**src/rtl/i2c_reg_master.sv**
```systemverilog
// I2C initiator for single-byte register write/read transactions.
// Drives open-drain pull-low enables; samples pad levels for ACK, data and stretching.
module i2c_reg_master #(
  parameter int         CLK_DIV  = 250,
  parameter logic [6:0] DEV_ADDR = 7'h68
) (
  input  logic       clk,
  input  logic       rst,
  input  logic       start,
  input  logic       rw,
  input  logic [7:0] regAddr,
  input  logic [7:0] wrData,
  output logic       busy,
  output logic       done,
  output logic       ack_err,
  output logic [7:0] rdData,
  output logic       scl_oe,
  output logic       sda_oe,
  input  logic       scl_i,
  input  logic       sda_i
);

  localparam int DW = $clog2(CLK_DIV);

  typedef enum logic [2:0] {
    IDLE, START, TXBIT, RXACK, RSTART, RXBIT, TXNACK, STOP
  } state_t;

  state_t state, stateNext;

  logic [DW-1:0] div;
  logic [1:0]    q;
  logic [2:0]    bitCnt;
  logic [1:0]    byteSel;
  logic [7:0]    txSh, rxSh, regQ, dataQ;
  logic          rwQ, ackBit;
  logic          freeze, tick, bitEnd, accept, sclLowQ;

  // A slave holding SCL low after release freezes the Q1 phase.
  assign freeze  = (state != IDLE) && (q == 2'd1) && !scl_i;
  assign tick    = (state != IDLE) && !freeze && (div == DW'(CLK_DIV - 1));
  assign bitEnd  = tick && (q == 2'd3);
  assign accept  = (state == IDLE) && start && !done;
  assign sclLowQ = (q == 2'd0) || (q == 2'd3);

  always_ff @(posedge clk) begin
    if (rst) state <= IDLE;
    else     state <= stateNext;
  end

  always_comb begin
    stateNext = state;
    case (state)
      IDLE:   if (accept) stateNext = START;
      START:  if (bitEnd) stateNext = TXBIT;
      TXBIT:  if (bitEnd && bitCnt == 3'd0) stateNext = RXACK;
      RXACK: begin
        if (bitEnd) begin
          if (ackBit) stateNext = STOP;
          else begin
            case (byteSel)
              2'd0:    stateNext = TXBIT;
              2'd1:    stateNext = rwQ ? RSTART : TXBIT;
              2'd2:    stateNext = STOP;
              default: stateNext = RXBIT;
            endcase
          end
        end
      end
      RSTART: if (bitEnd) stateNext = TXBIT;
      RXBIT:  if (bitEnd && bitCnt == 3'd0) stateNext = TXNACK;
      TXNACK: if (bitEnd) stateNext = STOP;
      STOP:   if (bitEnd) stateNext = IDLE;
      default: stateNext = IDLE;
    endcase
  end

  always_comb begin
    scl_oe = 1'b0;
    sda_oe = 1'b0;
    case (state)
      IDLE: ;
      START: begin
        scl_oe = (q == 2'd3);
        sda_oe = q[1];
      end
      RSTART: begin
        scl_oe = sclLowQ;
        sda_oe = q[1];
      end
      TXBIT: begin
        scl_oe = sclLowQ;
        sda_oe = ~txSh[7];
      end
      STOP: begin
        scl_oe = (q == 2'd0);
        sda_oe = (q != 2'd3);
      end
      default: scl_oe = sclLowQ;
    endcase
  end

  always_ff @(posedge clk) begin
    if (rst) begin
      div     <= '0;
      q       <= '0;
      bitCnt  <= '0;
      byteSel <= '0;
      txSh    <= '0;
      rxSh    <= '0;
      regQ    <= '0;
      dataQ   <= '0;
      rwQ     <= 1'b0;
      ackBit  <= 1'b0;
      busy    <= 1'b0;
      done    <= 1'b0;
      ack_err <= 1'b0;
      rdData  <= '0;
    end else begin
      done <= 1'b0;
      if (state == IDLE) begin
        div <= '0;
        q   <= '0;
      end else if (!freeze) begin
        div <= tick ? '0 : div + 1'b1;
        if (tick) q <= q + 2'd1;
      end
      if (accept) begin
        rwQ     <= rw;
        regQ    <= regAddr;
        dataQ   <= wrData;
        busy    <= 1'b1;
        ack_err <= 1'b0;
      end
      if (tick && q == 2'd2) begin
        if (state == RXACK) ackBit <= sda_i;
        if (state == RXBIT) rxSh <= {rxSh[6:0], sda_i};
      end
      if (bitEnd) begin
        case (state)
          START: begin
            txSh    <= {DEV_ADDR, 1'b0};
            bitCnt  <= 3'd7;
            byteSel <= 2'd0;
          end
          TXBIT: begin
            txSh   <= {txSh[6:0], 1'b0};
            bitCnt <= bitCnt - 3'd1;
          end
          RXACK: begin
            bitCnt <= 3'd7;
            if (ackBit) ack_err <= 1'b1;
            else if (byteSel == 2'd0) begin
              txSh    <= regQ;
              byteSel <= 2'd1;
            end else if (byteSel == 2'd1 && !rwQ) begin
              txSh    <= dataQ;
              byteSel <= 2'd2;
            end
          end
          RSTART: begin
            txSh    <= {DEV_ADDR, 1'b1};
            bitCnt  <= 3'd7;
            byteSel <= 2'd3;
          end
          RXBIT:  bitCnt <= bitCnt - 3'd1;
          TXNACK: rdData <= rxSh;
          STOP: begin
            done <= 1'b1;
            busy <= 1'b0;
          end
          default: ;
        endcase
      end
    end
  end

endmodule
```
**config.mk**
```make
export PLATFORM = sky130hd
export DESIGN_NAME = i2c_reg_master
export DESIGN_NICKNAME = d
export VERILOG_FILES = /design/src/rtl/i2c_reg_master.sv
export SDC_FILE = /design/constraint.sdc
export NUM_CORES = 1
export LEC_CHECK = 0
export CAP_MARGIN = 40
export CORE_AREA = 3 3 91 93
export DETAILED_ROUTE_END_ITERATION = 8
export DIE_AREA = 0 0 94 96
export MAX_ROUTING_LAYER = met4
export PLACE_DENSITY = 0.59
export REMOVE_ABC_BUFFERS = 1
export SETUP_SLACK_MARGIN = 0.05
export SLEW_MARGIN = 20
export SYNTH_ARGS = -nofsm -noshare
export SYNTH_HDL_FRONTEND = slang
export SYNTH_SLANG_ARGS = --single-unit
```
**constraint.sdc**
```tcl
create_clock -name clk -period 2.4 [get_ports clk]
set_input_delay 0.48 -clock clk [delete_from_list [all_inputs] [get_ports clk]]
set_output_delay 0.48 -clock clk [all_outputs]
set_load 0.01 [all_outputs]
```
-- Word level (Yosys, flattened, before mapping)
Index checks and enable logic that the tools add are counted.
- add/subtract/negate cells: 3
- bitwise gates (word level): 3
- equal/unequal tests: 23
- reductions and logical operators: 36
- multiplexer cells: 31
- operator list (cell ; number):
    two-way mux 8 bit ; 4
    case mux 8 bit (4 select lines) ; 1
    two-way mux 3 bit ; 9
    case mux 3 bit (7 select lines) ; 1
    != test 2 bit (second input constant) ; 8
    equality test 3 bit (second input constant) ; 4
    logical AND 1 bit ; 10
    AND reduction 2 bit ; 5
    case mux 3 bit (3 select lines) ; 1
    adder 8 x 1 -> 8 bit (second input constant) ; 1
    equality test 8 bit (second input constant) ; 1
    two-way mux 1 bit ; 8
    AND reduction 4 bit ; 2
    OR reduction 2 bit ; 4
    AND reduction 7 bit ; 1
    equality test 2 bit (second input constant) ; 3
    equality test 3 x 2 -> 1 bit (second input constant) ; 2
    zero test 3 bit ; 2
    two-way mux 2 bit ; 3
    case mux 1 bit (3 select lines) ; 2
    case mux 2 bit (3 select lines) ; 1
    case mux 3 bit (2 select lines) ; 1
    nonzero test 3 bit ; 2
    equality test 2 x 1 -> 1 bit (second input constant) ; 2
    other kinds (12) ; 18
- logic and storage cells: 111
- bits in registers: 63

-- Logic depth before layout (Yosys ltp)
Gate-level depths: netlist (run 1).
- depth in word-level cells: 10
- depth in mapped cells: 8
- gate-level depth less buffers: 6

-- Least setup slack after synthesis (run 1)
Ideal clock, no wire load.
- kind: register -> register
- start point: register q[1]
- end point: register byteSel[1]
- arrival: 1917 ps
- buffers on the path: 2
- setup slack: 425 ps
- period minus slack after synthesis: 1975 ps
- stages on the path, launching flop included: 9
- cell sequence: dfxtp_1 -> inv_1 -> ha_1 -> and2b_1 -> buf_4 -> or3_1 -> buf_6 -> nor4_4 -> o221a_2
- cells in the longest elaborated chain, start to end: 8
- ends and longest elaborated chain (element ; RTL line ; text):
    from (decl) ; 32 ; logic [1:0] q;
    from (signal assigned) ; 126 ; if (tick) q <= q + 2'd1;
    equality test 2 x 1 -> 1 bit ; 40 ; assign freeze = (state != IDLE) && (q == 2'd1) && !scl_i;
    logical AND 1 bit (2 in a row) ; 40 ;
    zero test 1 bit ; n/a ;
    logical AND 1 bit (2 in a row) ; 41 ; assign tick = (state != IDLE) && !freeze && (div == DW'(CLK_DIV - 1));
    logical AND 1 bit * ; 42 ; assign bitEnd = tick && (q == 2'd3);
    AND reduction 4 bit (no source line) * ; n/a ;
    to (signal assigned) ; 108 ; byteSel <= '0;
    to (signal assigned) ; 144 ; byteSel <= 2'd0;
    to (signal assigned) ; 155 ; byteSel <= 2'd1;
    to (decl) ; 34 ; logic [1:0] byteSel;
Every way passes the cells marked *; elsewhere a longest branch is shown, timed or not.
A chain may end at the register's enable or synchronous reset.

-- Worst setup path in the final report (run 1)
- start point: register state[2]
- end point: output port sda_oe
- cells in the longest elaborated chain, start to end: 3
- ends and longest elaborated chain (element ; RTL line ; text):
    from (decl) ; 29 ; state_t state, stateNext;
    from (signal assigned) ; 48 ; else state <= stateNext;
    equality test 3 bit / equality test 3 x 1 -> 1 bit (equally long branches) ; 81 ; case (state)
    OR reduction 2 bit (no source line) ; n/a ;
    case mux 1 bit (3 select lines) * ; 81 ;
    to (decl) ; 18 ; output logic sda_oe,
Marked as above.

==> out/qor.csv, run 1 <==
metric;value;unit
status;finished, final reports clean;
fmax;0.4615;GHz
crit_fanout;12;
crit_required;1.92;ns
period_minus_slack;2.167;ns
place_ws;0.05635;ns
finalWorstSetupSlack;0.2330;ns
regArea;1266;um2
clock-sinks;63;
initial_core_util;39.70;%
htree_levels;3;
boundaryPins;35;
grt_overflow;0;
yosys_most_used_dff;dfxtp_1;
routabilityCongestion;0.8787;
grt_max_degree;50;
finalPower;2.189;mW
topRoutingLayerUsed;met4;
clk_pin_slew_worst_paths;0.07;ns
grt_first_pass_wirelength;10.92;mm
worstMarginPinSlew;0.5362;ns
met2_length;3.054;mm
hold_class;reg2reg;
final.setup.tns;0;ns
antenna_left;0;
worstPathCellList;or2_2 -> o22ai_1 -> nand2_1 -> o31ai_1 -> dlygate4sd2_1;
critPathMaxStageDelay;0.39;ns
wire_per_inst;14.07;um
clock_latency;0.35;ns
ir_worst_vdd;0.0002869;V
critPathCaptureType;output port;
r2r-start;state[1];
intPower;1.650;mW
core;7607;um2
met3WireLength;366;um
num_antenna_cells;0;
synthTopCellsByCount;dfxtp_1, nand2_1, nor2_1;
cts_setup_buffers;0;
p_comb_share;6.6;%
cts_buffers;9;
swShare;24.65;%
ys_warn_count;0;
grt_pass1_vias;2252;
power_density;586.0;nW/um2
clock_power_share;43.8;%
drive_gt1_share;14.21;%
die_x;94;um
drt_iter0_drc;162;
fill_cells;760;
synth_top_area_share;41.76;%
p_leak;1.240;nW
die-area;9024;um2
nets;412;
drt-vias-per-instance;5.294;
fin_skew;0.007238;ns
cts_tree;built;
start_kind;flip-flop;
max_slew_margin;64.25;%
drc_errors;0;
first_pass_iters;4;
hpwl;4.725;mm
cpMaxStageDelayCell;dfxtp_2;
rsz0062_at_grt;false;
p_sw;0.5396;mW
setup_violations;0;
ys_ff_latch;63;
multi_input_area;1595;um2
synth_area_leaders;dfxtp_1, nand2_1, mux2i_1;
avgSynthCellArea;8.832;um2
wl;6.881;mm
clockRootBuffer;clkbuf_8;
rows;32;
syn2layout_area_growth;23.69;%
die_y;96;um
async_reset_ff_share;0;%
period_share;90.29;%
clockBufferDepth;2;
ys_types;52;
ys_seq_area_share;41.76;%
synth_top_area_cell;dfxtp_1;
maxCapViolCount;0;
wl_met1;3.367;mm
vias;2589;
finalHoldViolCount;0;
arrival;1.69;ns
holdBufCountCts;0;
synth_area;3020;um2
seq_power_share;49.6;%
syn_inst;342;
finalMaxSlewViolations;0;
critPathKind;reg2out;
port_buffers;34;
hold_start;dataQ[6];
startpoint;state[2];
gr-usage-all-layers;15.83;%
antenna_found_initial;0;
post-synth-top-count-cell;dfxtp_1;
synth_edf_count;0;
-- metrics by stage --
stage               hold slack, ns  instances  util [%]  cell area (um2)
floorplan                   0.4300        319         -             2903
global placement            0.4459        473     46.35             3526
detailed placement          0.4512        473     46.35             3526
CTS                         0.4620        489     49.06             3732
global route                0.4754        489     49.11             3736
finish                      0.4582        489     49.11             3736
-- routing by layer --
layer / up-vias / global-route usage, %
li1: 1311 / -
met4: 0 / 5.776
met3: 7 / 3.518
met5: - / -
met1: 1215 / 21.94
met2: 56 / 22.59
-- critical path: cells and delay by family (launching register included) --
kind,cells,cell delay [ns]
simple gates,2,0.41
buf+inv,1,0.30
flops,1,0.39
compound gates,2,0.24
-- power by group through the flow --
stage / logic [mW] / clock network, mW / registers [mW]
2_1_floorplan: 0.0596 / 0 / 1.11
3_3_place_gp: 0.144 / 0 / 1.11
3_5_place_dp: 0.145 / 0 / 1.11
4_1_cts: 0.147 / 0.993 / 1.09
5_1_grt: 0.162 / 1.03 / 1.09
6_report: 0.144 / 0.959 / 1.09
-- path summary, 6_finish.rpt --
kind / end / slack [ns] / depth (start not counted)
worst max-delay path: sda_oe / 0.23 / 5
worst min-delay path: dataQ[6] / 0.46 / 2
worst max register to register: txSh[2] / 0.36 / 4
worst min register to register: dataQ[6] / 0.46 / 2
-- flip-flops by register name, indices dropped and copies added (netlist names) --
| register | flops |
|---|---|
| div | 8 |
| txSh | 8 |
| regQ | 8 |
| state | 3 |
| rwQ | 1 |
| dataQ | 8 |
| busy | 1 |
| byteSel | 2 |
| q | 2 |
| ack_err | 1 |
| bitCnt | 3 |
| done | 1 |
| ackBit | 1 |
| rdData | 8 |
| rxSh | 8 |
-- layout make-up --
| class | count | share of cell area (%) |
|---|---|---|
| clock buffers | 10 | 3.684 |
| clock inverters | 6 | 1.808 |
| inverters | 14 | 1.407 |
| multi-input cells | 242 | 42.70 |
| flip-flops and latches | 63 | 33.89 |
| well taps | 102 | 3.416 |
| repair buffers | 52 | 13.09 |
-- cell families (layout without fill, tap and decap cells) --
| kind of cell | after synthesis | after routing | share of synthesized area, % |
|---|---|---|---|
| flops | 63 | 63 | 41.76 |
| mux | 19 | 19 | 6.297 |
| buf+inv | 37 | 82 | 5.633 |
| fa+ha+maj | 8 | 8 | 3.314 |
| compound gates | 83 | 83 | 18.68 |
| xor+xnor | 10 | 10 | 2.900 |
| simple gates | 122 | 122 | 21.42 |
-- placed cells by master, fill, tap and decap left out, types with 3 or more instances in the layout --
master	instances
nor4_4	3
a221oi_1	6
nand3_1	3
xnor2_1	7
nand2_1	51
clkbuf_8	10
a21oi_1	25
a211oi_1	8
a31oi_1	11
clkdlybuf4s50_1	31
xor2_1	3
o21ai_0	6
mux2i_1	19
ha_1	8
nor3_1	5
a22oi_1	4
a311oi_1	5
o211ai_1	4
nand4b_1	3
buf_4	16
inv_1	14
dfxtp_2	4
dfxtp_1	59
o2111ai_1	3
nor2_1	33
-- repair_timing --
item | CTS | global route
resized for setup | 5 | 4
gates cloned | 0 | 0
setup endpoints to repair | 2 | 1
Power figures use the tool's default switching activity.
==> run 2, diff against run 1 <==
--- a/config.mk
+++ b/config.mk
@@ -6,12 +6,11 @@
 export NUM_CORES = 1
 export LEC_CHECK = 0
 export CAP_MARGIN = 40
-export CORE_AREA = 3 3 91 93
+export CORE_AREA = 3 3 78 80
 export DETAILED_ROUTE_END_ITERATION = 8
-export DIE_AREA = 0 0 94 96
+export DIE_AREA = 0 0 81 83
 export MAX_ROUTING_LAYER = met4
-export PLACE_DENSITY = 0.59
-export REMOVE_ABC_BUFFERS = 1
+export PLACE_DENSITY = 0.77
 export SETUP_SLACK_MARGIN = 0.05
 export SLEW_MARGIN = 20
 export SYNTH_ARGS = -nofsm -noshare
==> out/qor.csv, run 2 (synthesized netlist as in run 1, its figures left out) <==
metric;value;unit;change
die_x;81;um;was 94 um
p_sw;0.5148;mW;was 0.5396 mW
worstMarginPinSlew;0.4960;ns;was 0.5362 ns
initial_core_util;55.19;%;was 39.70%
finalWorstSetupSlack;0.1776;ns;was 0.2330 ns
final_cell_area;3740;um2;was 3736 um2
fin_skew;0.007014;ns;was 0.007238 ns
final.setup.tns;0;ns;unchanged
final_common_cell;dfxtp_1;;unchanged
start_kind;flip-flop;;unchanged
drc_errors;0;;unchanged
rsz0062_at_grt;false;;unchanged
max_slew_margin;66.66;%;was 64.25%
core;5473;um2;was 7607 um2
period_share;92.60;%;was 90.29%
clockRootBuffer;clkbuf_8;;unchanged
intPower;1.779;mW;was 1.650 mW
gr-usage-all-layers;22.48;%;was 15.83%
cts_tree;built;;unchanged
cts_setup_buffers;0;;unchanged
first_pass_iters;8;;was 4
worstPathCellList;inv_1 -> ha_1 -> nor2_1 -> a311oi_1 -> a21oi_1 -> dlygate4sd2_1;;was or2_2 -> o22ai_1 -> nand2_1 -> o31ai_1 -> dlygate4sd2_1
arrival;1.74;ns;was 1.69 ns
htree_levels;3;;unchanged
num_antenna_cells;0;;unchanged
crit_fanout;4;;was 12
syn2layout_area_growth;23.82;%;was 23.69%
p_leak;1.263;nW;was 1.240 nW
period_minus_slack;2.222;ns;was 2.167 ns
critPathCaptureType;output port;;unchanged
grt_first_pass_wirelength;11.65;mm;was 10.92 mm
grt_overflow;0;;unchanged
antenna_found_initial;0;;unchanged
die_y;83;um;was 96 um
clock_latency;0.34;ns;was 0.35 ns
critPathMaxStageDelay;0.37;ns;was 0.39 ns
mostFrequentLayoutCells;dfxtp_1, nand2_1, nor2_1;;unchanged
boundaryPins;35;;unchanged
wire_per_inst;15.29;um;was 14.07 um
drt_iter0_drc;317;;was 162
hpwl;4.912;mm;was 4.725 mm
placed_cell_area;3508;um2;was 3526 um2
synthesis.nets;372;;
fmax;0.4500;GHz;was 0.4615 GHz
maxCapViolCount;0;;unchanged
vias;2678;;was 2589
clk_pin_slew_worst_paths;0.07;ns;about the same
place_ws;0.08733;ns;was 0.05635 ns
rows;27;;was 32
ir_worst_vdd;0.0003964;V;was 0.0002869 V
seq_power_share;47.3;%;was 49.6%
drt-vias-per-instance;5.809;;was 5.294
routabilityCongestion;0.8388;;was 0.8787
die-area;6723;um2;was 9024 um2
power_density;613.4;nW/um2;was 586.0 nW/um2
crit_required;1.92;ns;about the same
clock_power_share;46.1;%;was 43.8%
hold_class;reg2reg;;unchanged
antenna_left;0;;unchanged
swShare;22.44;%;was 24.65%
cpMaxStageDelayCell;dfxtp_2;;unchanged
wl;7.050;mm;was 6.881 mm
finalMaxSlewViolations;0;;unchanged
fill_cells;445;;was 760
fin_util;68.34;%;was 49.11%
grt_max_degree;37;;was 50
setup_violations;0;;unchanged
cts_buffers;9;;unchanged
critPathKind;reg2out;;unchanged
p_comb_share;6.6;%;about the same
drive_gt1_share;13.37;%;was 14.21%
grt_pass1_vias;2426;;was 2252
nets;414;;was 412
finalHoldViolCount;0;;unchanged
port_buffers;34;;unchanged
clockBufferDepth;2;;unchanged
clock-sinks;63;;unchanged
status;finished, final reports clean;;unchanged
## run 2: worst paths after layout
path	slack [ns]	end	cells past startpoint	start
worst min-delay path	0.46	regQ[0]	2	regQ[0]
worst min register to register	0.46	regQ[0]	2	regQ[0]
worst max register to register	0.24	txSh[5]	5	state[2]
worst max-delay path	0.18	scl_oe	6	q[0]
## run 2: stage by stage
step | cells | power [mW] | hold WS (ns)
after floorplan | 342 | 1.186 | 0.4360
after global placement | 445 | 1.253 | 0.4460
after detailed placement | 445 | 1.258 | 0.4526
after CTS | 461 | 2.293 | 0.4615
after global routing | 461 | 2.363 | 0.4729
final | 461 | 2.294 | 0.4583
## run 2: timing repair
item,4_1_cts,5_1_grt
endpoints found under the setup margin,2,1
resized for setup,3,1
gates cloned,0,0
hold buffers,0,0
## run 2: power groups by stage
stage / Clock (mW) / Sequential (mW) / Combinational (mW)
6_report: 1.06 / 1.09 / 0.152
3_5_place_dp: 0 / 1.11 / 0.150
4_1_cts: 1.06 / 1.08 / 0.151
5_1_grt: 1.11 / 1.09 / 0.164
2_1_floorplan: 0 / 1.10 / 0.0831
3_3_place_gp: 0 / 1.11 / 0.146
## run 2: layout make-up
cell class                 count  area [um2]  area share [%]
clock inverter                 5       80.08           2.141
tap                           72       90.09           2.409
clock buffer                  11       151.4           4.048
inverter                      14       52.55           1.405
sequential                    63        1264           33.79
timing repair buffer          54       513.0           13.72
multi-input combinational    242        1589           42.49
## run 2: routing by layer
metal / share of wire (%) / global-route usage [%] / wire length, um
met1: 47 / 31.46 / 3292
met2: 44 / 31.37 / 3087
met3: 7.3 / 5.857 / 513
met4: 2.2 / 7.680 / 156
met5: 0 / - / 0
## run 2: worst max-delay path: cells and delay by family, from the launching register on
family	cells	cell delay, ns
buf+inv	2	0.36
flops	1	0.37
compound gates	2	0.30
fa+ha+maj	1	0.32
simple gates	1	0.06
